`config.mk`:
```
export PLATFORM = sky130hd
export DESIGN_NAME = store_buffer
export DESIGN_NICKNAME = d
export VERILOG_FILES = /design/src/rtl/mem_pkg.sv /design/src/rtl/sb_match.sv /design/src/rtl/store_buffer.sv
export SDC_FILE = /design/constraint.sdc
export NUM_CORES = 1
export LEC_CHECK = 0
export ABC_CLOCK_PERIOD_IN_PS = 7100
export CAP_MARGIN = 15
export CORE_UTILIZATION = 34
export CTS_CLUSTER_DIAMETER = 40
export CTS_CLUSTER_SIZE = 14
export DETAILED_ROUTE_END_ITERATION = 16
export HOLD_SLACK_MARGIN = 0.12
export REMOVE_ABC_BUFFERS = 1
export SYNTH_ARGS = -nofsm -noshare
export SYNTH_HDL_FRONTEND = slang
export SYNTH_SLANG_ARGS = --single-unit
export TNS_END_PERCENT = 5
```
`constraint.sdc`:
```
create_clock -name clk -period 7.1 [get_ports clk]
set_input_delay 2.13 -clock clk [delete_from_list [all_inputs] [get_ports clk]]
set_output_delay 2.13 -clock clk [all_outputs]
set_load 0.02 [all_outputs]
```
`src/rtl/mem_pkg.sv`:
```
// Shared types and constants for the data-memory store path.
package mem_pkg;

    localparam logic [3:0]  BE_WORD          = 4'hF;
    localparam int unsigned SB_DEPTH_DEFAULT = 4;

    // One buffered store: word address, lane-aligned data and byte enables.
    typedef struct packed {
        logic        valid;
        logic [29:0] waddr;
        logic [31:0] data;
        logic [3:0]  be;
    } sb_entry_t;

endpackage

```
`src/rtl/sb_match.sv`:
```
// Youngest-first address match over the live store-buffer entries.
module sb_match
    import mem_pkg::*;
#(
    parameter int unsigned DEPTH = SB_DEPTH_DEFAULT,
    localparam int unsigned PW   = $clog2(DEPTH)
) (
    input  sb_entry_t        entries [DEPTH],
    input  logic [PW-1:0]    head,
    input  logic [PW:0]      count,
    input  logic [29:0]      ld_waddr,
    output logic [PW-1:0]    match_idx,
    output logic             match,
    output logic             full_word
);

    logic [PW-1:0] pos;

    // Walk from tail-1 (youngest) toward head; the first hit wins.
    always_comb begin
        match     = 1'b0;
        full_word = 1'b0;
        match_idx = '0;
        pos       = '0;
        for (int k = 0; k < int'(DEPTH); k++) begin
            pos = head + PW'(int'(count) - 1 - k);
            if (!match && (k < int'(count)) && entries[pos].valid &&
                (entries[pos].waddr == ld_waddr)) begin
                match     = 1'b1;
                match_idx = pos;
                full_word = (entries[pos].be == BE_WORD);
            end
        end
    end

endmodule

```
`src/rtl/store_buffer.sv`:
```
// Circular store buffer between the MEM stage and the data memory write port.
// Optional macro STORE_FWD_EN: forward full-word matches to loads; when
// undefined, any word match stalls the load until the entry drains.
module store_buffer
    import mem_pkg::*;
#(
    parameter int unsigned DEPTH = SB_DEPTH_DEFAULT,
    parameter int unsigned AW    = 32,
    parameter int unsigned DW    = 32
) (
    input  logic                   clk,
    input  logic                   rst_n,
    input  logic                   st_valid,
    output logic                   st_ready,
    input  logic [AW-1:0]          st_addr,
    input  logic [DW-1:0]          st_data,
    input  logic [DW/8-1:0]        st_be,
    input  logic                   ld_valid,
    input  logic [AW-1:0]          ld_addr,
    output logic                   ld_fwd_hit,
    output logic [DW-1:0]          ld_fwd_data,
    output logic                   ld_stall,
    output logic                   mem_we,
    output logic [AW-1:0]          mem_addr,
    output logic [DW-1:0]          mem_wdata,
    output logic [DW/8-1:0]        mem_be,
    input  logic                   mem_ready,
    output logic                   sb_empty,
    output logic [$clog2(DEPTH):0] sb_count
);

    localparam int unsigned PW = $clog2(DEPTH);
    localparam int unsigned CW = PW + 1;

    sb_entry_t     entries_q [DEPTH];
    logic [PW-1:0] head_q, tail_q;
    logic [CW-1:0] count_q;

    logic full, empty, push, pop;
    logic [PW-1:0] match_idx;
    logic          match, full_word;

    assign full  = (count_q == CW'(DEPTH));
    assign empty = (count_q == '0);
    // No pass-through: a pop in the same cycle does not open a slot.
    assign push  = st_valid && !full;
    assign pop   = !empty && mem_ready;

    // Pointer and occupancy registers.
    always_ff @(posedge clk or negedge rst_n) begin
        if (!rst_n) begin
            head_q  <= '0;
            tail_q  <= '0;
            count_q <= '0;
        end else begin
            if (push) tail_q <= tail_q + 1'b1;
            if (pop)  head_q <= head_q + 1'b1;
            case ({push, pop})
                2'b10:   count_q <= count_q + 1'b1;
                2'b01:   count_q <= count_q - 1'b1;
                default: count_q <= count_q;
            endcase
        end
    end

    // Entry storage; push and pop never target the same slot in one cycle.
    always_ff @(posedge clk or negedge rst_n) begin
        if (!rst_n) begin
            for (int i = 0; i < int'(DEPTH); i++) entries_q[i] <= '0;
        end else begin
            if (pop) entries_q[head_q].valid <= 1'b0;
            if (push) begin
                entries_q[tail_q] <= '{valid: 1'b1, waddr: st_addr[31:2],
                                       data: st_data, be: st_be};
            end
        end
    end

    assign st_ready  = !full;
    assign mem_we    = !empty;
    assign mem_addr  = {entries_q[head_q].waddr, 2'b00};
    assign mem_wdata = entries_q[head_q].data;
    assign mem_be    = entries_q[head_q].be;
    assign sb_empty  = empty;
    assign sb_count  = count_q;

    sb_match #(
        .DEPTH (DEPTH)
    ) u_match (
        .entries   (entries_q),
        .head      (head_q),
        .count     (count_q),
        .ld_waddr  (ld_addr[31:2]),
        .match_idx (match_idx),
        .match     (match),
        .full_word (full_word)
    );

    // Load lookup: forward a youngest full-word match, otherwise stall on any match.
    always_comb begin
        ld_fwd_hit  = 1'b0;
        ld_fwd_data = '0;
        ld_stall    = 1'b0;
`ifdef STORE_FWD_EN
        if (ld_valid && match) begin
            if (full_word) begin
                ld_fwd_hit  = 1'b1;
                ld_fwd_data = entries_q[match_idx].data;
            end else begin
                ld_stall = 1'b1;
            end
        end
`else
        if (ld_valid && match) ld_stall = 1'b1;
`endif
    end

`ifndef STORE_FWD_EN
    logic unused_match;
    assign unused_match = ^{match_idx, full_word};
`endif
    logic unused_low_bits;
    assign unused_low_bits = ^{st_addr[1:0], ld_addr[1:0]};

endmodule
```
# Yosys cells after proc, flatten, opt, wreduce, memory -nomap -nowiden
# Cells that the tools add are included.
[op_classes]
multipliers = 0
muxes = 29
add_sub_neg = 12
n_lt_le_gt_ge = 12
n_bitwise = 6
shifts = 0
reduce_logical = 23
n_eq_ne = 7
div = 0
[op_table]
columns = ["op", "count"]
rows = [
  ["$bmux W67 S2", 5],
  ["$mux W67", 10],
  ["$bwmux W268", 2],
  ["$mux W268", 2],
  ["$demux W67 S2", 2],
  ["$mux W66", 2],
  ["$eq A30 B30 Y1", 4],
  ["$ge A3 B3 Y1 const B", 6],
  ["$not A2 Y3", 6],
  ["$logic_and A1 B1 Y1", 16],
  ["$add A2 B2 Y2", 4],
  ["$lt A1 B3 Y1 const A", 2],
  ["$lt A2 B3 Y1 const A", 2],
  ["$lt A3 B1 Y1 const B", 2],
  ["$pmux W3 S2", 1],
  ["$logic_not A1 Y1", 5],
  ["$mux W1", 5],
  ["$add A2 B1 Y2 const B", 2],
  ["$sub A2 B1 Y2 const B", 2],
  ["$sub A2 B2 Y2 const B", 2],
  ["$add A3 B1 Y3 const B", 1],
  ["$eq A3 B3 Y1 const B", 1],
  ["$logic_not A3 Y1", 1],
  ["$sub A3 B1 Y3 const B", 1],
  ["other kinds (3)", 3],
]
[word_totals]
ramBits = 0
latch_bits = 0
ff_bits = 275
inputBits = 105
romBits = 0
memories = 0

# Longest topological paths before layout
# Gate-level depths: netlist of the first run.
[depth]
word_depth = 26
mapped_depth = 15

# By module
# From an unflattened synthesis of the first run, not the netlist that was laid out.
[unflattened]
cells_unflattened = 2329
hier_area_um2 = 23990.5
[by_module_without_submodules]
columns = ["module", "cells_per_inst", "instances", "seq_area_each_um2", "area_per_inst_um2"]
rows = [
  ["store_buffer", 735, 1, 6881.6, 12715.9],
  ["sb_match", 1594, 1, 0.0, 11274.6],
]

# Worst setup path after synthesis of the first run
# Ideal clock, no wire load.
[synth_timing]
kind = "reg2out"
start = "register head_q[0]"
end = "output ld_stall"
t_arrival_ps = 3918
required_ps = 4970
slack_ps = 1052
n_path_buf = 6
stages_incl_launch_ff = 16
path_cell_list = "dfrtp_1 clkbuf_1 buf_1 buf_1 inv_1 ha_1 xor3_1 buf_6 buf_6 buf_2 mux4_2 xor2_1 nor4_1 nand4_1 nor4_1 o41a_1"
[synth_between]
elab_chain_cells = 25
elab_cells_between_ends = 44
cone_classes = "add/sub (4); eq/ne (4); mux (17); bitwise (4); reduce/logical (15)"
[synth_rtl]
columns = ["element", "line_no", "source"]
rows = [
  ["from (decl)", "store_buffer.sv:36", "logic [PW-1:0] head_q, tail_q;"],
  ["from (signal assigned)", "store_buffer.sv:57", "if (pop) head_q <= head_q + 1'b1;"],
  ["$add A2 B2 Y2", "sb_match.sv:26", "pos = head + PW'(int'(count) - 1 - k);"],
  ["$not A2 Y3 (not written as such)", "sb_match.sv:27, sb_match.sv:28", ""],
  ["$bmux W67 S2", "-", ""],
  ["$mux W67 (2 in a row)", "-", ""],
  ["$eq A30 B30 Y1 / $logic_and A1 B1 Y1 (equally long branches)", "sb_match.sv:28, sb_match.sv:27", ""],
  ["$logic_and A1 B1 Y1", "sb_match.sv:27", "if (!match && (k < int'(count)) && entries[pos].valid &&"],
  ["$mux W1", "sb_match.sv:27", ""],
  ["$logic_not A1 Y1", "sb_match.sv:27", ""],
  ["[4 not listed]", "-", ""],
  ["$logic_not A1 Y1", "sb_match.sv:27", ""],
  ["$logic_and A1 B1 Y1 (3 in a row)", "sb_match.sv:27", ""],
  ["$mux W1", "sb_match.sv:27", ""],
  ["$logic_not A1 Y1", "sb_match.sv:27", ""],
  ["$logic_and A1 B1 Y1 (3 in a row)", "sb_match.sv:27", ""],
  ["$mux W1 (*)", "sb_match.sv:27", ""],
  ["$logic_and A1 B1 Y1 (*)", "store_buffer.sv:114", "if (ld_valid && match) ld_stall = 1'b1;"],
  ["$mux W1 (*)", "store_buffer.sv:114", ""],
  ["to (decl)", "store_buffer.sv:22", "output logic ld_stall,"],
]
# Every way passes the cells marked *; elsewhere a longest branch is shown, timed or not. The select of a mux whose other input is x is not followed.

# Worst setup path in the final report of the first run
[layout_timing]
start = "input ld_addr[21]"
end = "output ld_stall"
[layout_between]
elab_chain_cells = 20
elab_cells_between_ends = 23
cone_classes = "eq/ne (4); mux (5); reduce/logical (14)"
[layout_rtl]
columns = ["element", "line_no", "source"]
rows = [
  ["from (decl)", "store_buffer.sv:19", "input logic [AW-1:0] ld_addr,"],
  ["$eq A30 B30 Y1", "sb_match.sv:28", "(entries[pos].waddr == ld_waddr)) begin"],
  ["$logic_and A1 B1 Y1", "sb_match.sv:27", ""],
  ["$mux W1", "sb_match.sv:27", ""],
  ["$logic_not A1 Y1", "sb_match.sv:27", ""],
  ["$logic_and A1 B1 Y1 (3 in a row)", "sb_match.sv:27", ""],
  ["$mux W1", "sb_match.sv:27", ""],
  ["$logic_not A1 Y1", "sb_match.sv:27", ""],
  ["$logic_and A1 B1 Y1 (3 in a row)", "sb_match.sv:27", ""],
  ["$mux W1", "sb_match.sv:27", ""],
  ["$logic_not A1 Y1", "sb_match.sv:27", ""],
  ["$logic_and A1 B1 Y1 (3 in a row)", "sb_match.sv:27", ""],
  ["$mux W1 (*)", "sb_match.sv:27", ""],
  ["$logic_and A1 B1 Y1 (*)", "store_buffer.sv:114", ""],
  ["$mux W1 (*)", "store_buffer.sv:114", ""],
]
# Every way passes the cells marked *; elsewhere a longest branch is shown, timed or not.

==> results of run 1 <==
==> logic make-up (layout without fill, tap and decap cells) <==
group,count (synthesis),in the layout
AO/OA/AOI/OAI,9,9
multiplexers,455,455
XOR/XNOR,127,127
adder cells (fa/ha/maj),15,15
buffers and inverters,117,309
flip-flops,275,275
other,1,38
AND/OR/NAND/NOR,69,69
==> path summary, 6_finish.rpt <==
check	cells after the start	end	slack [ns]	from
max	8	ld_stall	0.17	ld_addr[21]
min	1	entries_q[102]	0.50	entries_q[102]
max reg2reg	7	entries_q[43]	3.91	sb_count[0]
min reg2reg	1	entries_q[102]	0.50	entries_q[102]
max in group asynchronous	2	entries_q[89]	4.07	rst_n
min in group asynchronous	1	entries_q[71]	1.61	rst_n
==> metrics by stage <==
| step | worst slack [ns] | TNS (ns) |
|---|---|---|
| 2_1_floorplan | -3.20 | -3.20 |
| 3_3_place_gp | 0.0712 | 0 |
| 3_5_place_dp | 0.224 | 0 |
| 4_1_cts | 0.0366 | 0 |
| 5_1_grt | 0.0168 | 0 |
| 6_report | 0.174 | 0 |
==> worst register-to-register path: cells and delay by family (launching register included) <==
family / cells / cell delay [ns]
adders and majority gates: 1 / 0.22
muxes: 1 / 0.47
and+or+nand+nor: 3 / 0.92
buffers and inverters: 2 / 0.99
DFF: 1 / 0.47
==> registers in the layout (all words and copies together) (netlist names) <==
signal and cells:
entries_q 268, tail_q 2, sb_count 3, head_q 2
==> final cells by class <==
cell class	instances	area [µm²]	share of cell area (%)
diodes	3	7.51	0.0360
clock buffers	62	1430	6.87
clock inverters	38	479	2.30
inverters	8	30.0	0.144
multi-input cells	710	9200	44.1
flip-flops and latches	275	6890	33.1
well taps	615	769	3.69
repair buffers	201	2030	9.73
==> synth_stat cells (5+ instances only) <==
cell type | number | area share [%]
buf_2 | 15 | 0.45
nand4_1 | 16 | 0.60
nor4_1 | 20 | 0.76
buf_4 | 35 | 1.6
buf_1 | 5 | 0.11
mux2_2 | 265 | 18
buf_6 | 8 | 0.54
mux4_2 | 188 | 26
dfrtp_1 | 275 | 42
xnor2_1 | 46 | 2.4
clkbuf_1 | 45 | 1.0
ha_1 | 15 | 1.1
nand2_1 | 21 | 0.48
xor2_1 | 79 | 4.2
inv_1 | 8 | 0.18
==> routing by layer <==
layer / part of all wire [%] / track usage (%)
met4: 2.5 / 5.78
met1: 42 / 24.3
met5: 0.065 / 0
met2: 48 / 29.3
met3: 7.4 / 5.46
==> what timing repair did <==
| item | in CTS | in global routing |
|---|---|---|
| gates resized for setup | 1 | 3 |
| setup endpoints to repair | 1 | 1 |
| buffers inserted | 5 | 0 |
| hold buffers | 0 | 0 |
| pin swaps | 1 | 1 |
==> summary.md, run 1 <==
| Metric | Value |
|---|---|
| Placed insts | `1804` |
| WL/cell | `23.3 µm` |
| Largest family of logic cells by synthesized area | `multiplexers` |
| Post-Synth XOR/XNOR Area | `6.89%` |
| Total CTS buffers | `54` |
| Most frequent cells in the layout | `dfrtp_1, mux2_2, mux4_2` |
| Crit end category | `output pin` |
| CP peak stage delay | `0.64 ns` |
| Hold crit path type | `reg -> reg` |
| Largest net degree at the start of global routing | `122` |
| Multiplexer share of the synthesized area | `43.7%` |
| CP max-delay cell | `clkdlybuf4s50_1` |
| Crit Path Class | `in -> out` |
| Fin area | `20800 µm²` |
| Startpoint types | `primary input` |
| Tightest Pin Transition | `0.996 ns` |
| Most numerous cell on the critical path | `clkdlybuf4s50_1` |
| IO Port Bufs | `173` |
| Nets@finish | `1370` |
| Ys Warns | `0` |
| Crit path max-delay family | `buffers and inverters` |
| Final core utilization | `43.5%` |
| Clock transition at the registers of the reported paths | `0.05 ns` |
| Vias | `10308` |
| Post-Synth Adder-Cell Area | `1.13%` |
| CP Data Required Time | `4.97 ns` |
| CTS tree | `done` |
| # IOs | `213` |
| Relative slew slack | `33.6%` |
| Yosys cell types | `29` |
| Max Slew Vio Count | `0` |
| Final WL | `44600 µm` |
| Top_reg_cell synth | `dfrtp_1` |
| Fin cells | `1912` |
| Cells after Synth | `1068` |
| Root Driver | `clkbuf_16` |
| Mean Syn Cell Area | `15.5 µm²` |
| CTS sink cnt | `275` |
| Vias per cell | `5.39` |
| Area delta synth->final | `25.8%` |
| Dpl hpwl | `29000 µm` |
| #FFs+latches synth | `275` |
| Final setup fails | `0` |
| Post-route DRC | `0` |
| CP Data Arrival Time | `4.80 ns` |
| Fin crit share | `97.5%` |
| Placer Congestion | `0.814` |
| Synth Area in Compound Gates | `0.333%` |
| Fmax achieved | `144 MHz` |
| Die height | `223 µm` |
| Vias in the first global route | `11048` |
| Gr usage total | `18.5%` |
| Status | `complete, no violations` |
| CP cell instances | `clkdlybuf4s50_1 -> xor2_1 -> a2111oi_0 -> buf_4 -> nand4_1 -> nor4_1 -> o41a_1 -> clkdlybuf4s50_1` |
| Number of flops mapped to enable cells by yosys | `0` |
| Die W | `223 µm` |
| First-pass GRT wire length | `69200 µm` |
| Seq/Total Area, Yosys | `41.6%` |
| Synth async-reset ratio | `100%` |
| Clock tree buffer depth | `3` |
| Layout cells sized above 1 | `45.8%` |
| Period minus WS final | `6.93 ns` |
| FP Rows | `80` |
| Routed Antenna Nets | `0` |
| Critical Path Fanout Max | `2` |
| Layout filler cell count | `4342` |
| H-tree Lvls | `2` |
| Die Area | `49600 µm²` |
| Hold Violations, Final | `0` |
| Hold Worst Slack | `0.496 ns` |
| Initial antenna violation count | `4` |
| Buf/Inv on CP | `3` |
| Placed cell area | `18800 µm²` |
| Commonest non-fill, non-tap cell in the layout | `dfrtp_1` |
| Core area | `47800 µm²` |
| Worst-Skew Late Latency | `0.61 ns` |
| Detailed Routing Iterations Pass 1 | `4` |
| Area share of and/or/nand/nor cells after synthesis | `2.29%` |
| Fin Clk Skew | `0.0209 ns` |
| Synthesized area | `16600 µm²` |
| Starting DRT DRC Count | `490` |
| Total grt overflow | `0` |
| Total of max-cap violations | `0` |
| Initial core utilization | `34.6%` |
| RSZ-0062 raised after global routing | `false` |
Power of run 1 is left out: the tool's default activity adds up to more than one toggle a clock period on the data nets, which glitch-free logic cannot reach.
==> run 2, diff against run 1 <==
--- a/config.mk
+++ b/config.mk
@@ -5,7 +5,7 @@
 export SDC_FILE = /design/constraint.sdc
 export NUM_CORES = 1
 export LEC_CHECK = 0
-export ABC_CLOCK_PERIOD_IN_PS = 7100
+export ABC_CLOCK_PERIOD_IN_PS = 6200
 export CAP_MARGIN = 15
 export CORE_UTILIZATION = 34
 export CTS_CLUSTER_DIAMETER = 40
==> constraint.sdc (replaced) <==
create_clock -name clk -period 6.2 [get_ports clk]
set_input_delay 1.86 -clock clk [delete_from_list [all_inputs] [get_ports clk]]
set_output_delay 1.86 -clock clk [all_outputs]
set_load 0.02 [all_outputs]
==> run 2 against run 1 <==
Die area unchanged. Clock skew up 0.0073 ns. Wire length up 0.76%. Core utilization up 0.90 points. Non-clock buffer count up 26. Final area up 2.1%. Critical path type is now reg -> out. Critical endpoint unchanged. Largest cell class unchanged. Highest routed layer unchanged.
==> summary.md, run 2 (same netlist as run 1, synthesis figures left out) <==
| Metric | Value |
|---|---|
| Fin Clk Skew | `0.0282 ns (+0.00730 ns)` |
| Root Driver | `clkbuf_16` |
| CTS sink cnt | `275 (unchanged)` |
| Fmax achieved | `167 MHz` |
| Vias in the first global route | `11163 (+1.0%)` |
| Placed cell area | `19100 µm² (+1.3%)` |
| Core area | `47800 µm² (unchanged)` |
| Hold crit path type | `reg -> reg` |
| CP Data Required Time | `4.34 ns (-0.63 ns)` |
| Crit end category | `output pin` |
| Number of flip-flops under the largest register name | `268 (unchanged)` |
| Largest Register | `entries_q` |
| Detailed Routing Iterations Pass 1 | `4 (unchanged)` |
| Commonest non-fill, non-tap cell in the layout | `dfrtp_1` |
| Die Area | `49600 µm² (unchanged)` |
| RSZ-0062 raised after global routing | `false` |
| Routed Antenna Nets | `0 (unchanged)` |
| Placer Congestion | `0.870 (+6.9%)` |
| Most frequent cells in the layout | `dfrtp_1, mux2_2, mux4_2` |
| First-pass GRT wire length | `68400 µm (-1.3%)` |
| # IOs | `213 (unchanged)` |
| Met3 wire len | `3830 µm (+16%)` |
| Cts hold-fix bufs | `0 (unchanged)` |
| Critical Path Fanout Max | `28 (+26)` |
| Place WS | `-0.0212 ns (-0.245 ns)` |
| Clock transition at the registers of the reported paths | `0.05 ns (about the same)` |
| Fin cells | `1938 (+1.4%)` |
| Gr usage total | `18.3% (-0.19 points)` |
| Max Slew Vio Count | `0 (unchanged)` |
| Area delta synth->final | `28.4%` |
| CP Data Arrival Time | `4.12 ns (-0.68 ns)` |
| Startpoint types | `register` |
| Fin area | `21300 µm² (+2.1%)` |
| FP Rows | `80 (unchanged)` |
| Final WL | `44900 µm (+0.76%)` |
| WL met2 | `21900 µm (+3.5%)` |
| WL/cell | `23.2 µm (-0.59%)` |
| Nets@finish | `1396 (+1.9%)` |
| Initial antenna violation count | `8 (+4)` |
| CTS tree | `done` |
| Status | `complete, no violations` |
| Initial core utilization | `34.6% (unchanged)` |
| Die W | `223 µm (unchanged)` |
| Dpl hpwl | `29600 µm (+1.8%)` |
| IO Port Bufs | `173 (unchanged)` |
| Tightest Pin Transition | `1.13 ns (+0.134 ns)` |
| Total of max-cap violations | `0 (unchanged)` |
| Vias per cell | `5.37 (-0.32%)` |
| Setup ws final | `0.217 ns (+0.0429 ns)` |
| Period minus WS final | `5.98 ns` |
| Placed insts | `1832 (+1.6%)` |
| Die height | `223 µm (unchanged)` |
| Setup TNS | `0 ns (unchanged)` |
| Total CTS buffers | `54 (unchanged)` |
| Post-route DRC | `0 (unchanged)` |
| Worst-Skew Late Latency | `0.61 ns (about the same)` |
| Clock tree buffer depth | `3 (unchanged)` |
| Starting DRT DRC Count | `601 (+23%)` |
| Final setup fails | `0 (unchanged)` |
| Total grt overflow | `0 (unchanged)` |
| Layout cells sized above 1 | `47.0% (+1.1 points)` |
| Highest metal used | `met5` |
| Fin crit share | `96.5%` |
| Largest net degree at the start of global routing | `99 (-19%)` |
| Hold Violations, Final | `0 (unchanged)` |
| H-tree Lvls | `2 (unchanged)` |
| Vias | `10415 (+1.0%)` |
| Crit Path Class | `reg -> out` |
| M1 WL | `18000 µm (-4.9%)` |
| Relative slew slack | `24.7% (-8.9 points)` |
## run 2: cell types whose count changed in the layout (fill, tap and decap cells not counted), sizes merged
cell | before | now
buf | 29 | 54
bufinv | 6 | 14
clkbuf | 62 | 64
clkdlybuf4s15 | 0 | 1
clkdlybuf4s50 | 172 | 171
clkinv | 10 | 13
clkinvlp | 8 | 5
diode | 3 | 1
inv | 22 | 15
## run 2: critical path: stages (launching register included)
cell and delay (ns):
dfrtp_1 0.37, inv_1 0.16, ha_1 0.31, xnor3_4 0.39, buf_12 0.23, mux4_2 0.54
xor2_1 0.19, nor4_2 0.27, nand4_1 0.15, nor4_2 0.30, o41a_1 0.27, clkdlybuf4s15_1 0.33
## run 2: area by class of cell
class,count,area [µm²]
Antenna cell,1,2.50
Clock buffer,63,1420
Clock inverter,39,653
Fill cell,4271,26600
Inverter,8,30.0
Multi-Input combinational cell,710,9230
Sequential cell,275,6890
Tap cell,615,769
Timing Repair Buffer,227,2270
## run 2: per-stage QoR
stage | util, % | hold slack, ns
finish | 44.4 | 0.497
detailed placement | 39.9 | 0.487
global route | 44.4 | 0.513
floorplan | - | 0.472
global placement | 39.9 | 0.481
CTS | 44.3 | 0.499
## run 2: worst paths after layout
check	to	startpoint	slack, ns	cells past startpoint
max	ld_stall	sb_count[0]	0.22	11
min	entries_q[8]	entries_q[8]	0.50	1
max reg2reg	entries_q[241]	sb_count[0]	3.19	7
min reg2reg	entries_q[8]	entries_q[8]	0.50	1
max in group asynchronous	entries_q[181]	rst_n	3.70	2
min in group asynchronous	entries_q[201]	rst_n	1.24	1
## run 2: per-layer routing
layer  up-vias  GRT usage, %
li1       4507             -
met5         -             0
met3        79          6.68
met1      5513          22.9
met4        14          5.72
met2       302          29.4
## run 2: repair_timing
| item | 4_1_cts | 5_1_grt |
|---|---|---|
| gates resized for setup | 2 | 10 |
| gates cloned | 0 | 1 |
| pin swaps | 1 | 1 |
| buffers inserted | 2 | 0 |
| setup endpoints to repair | 1 | 1 |
Power of run 2 is left out for the same reason.
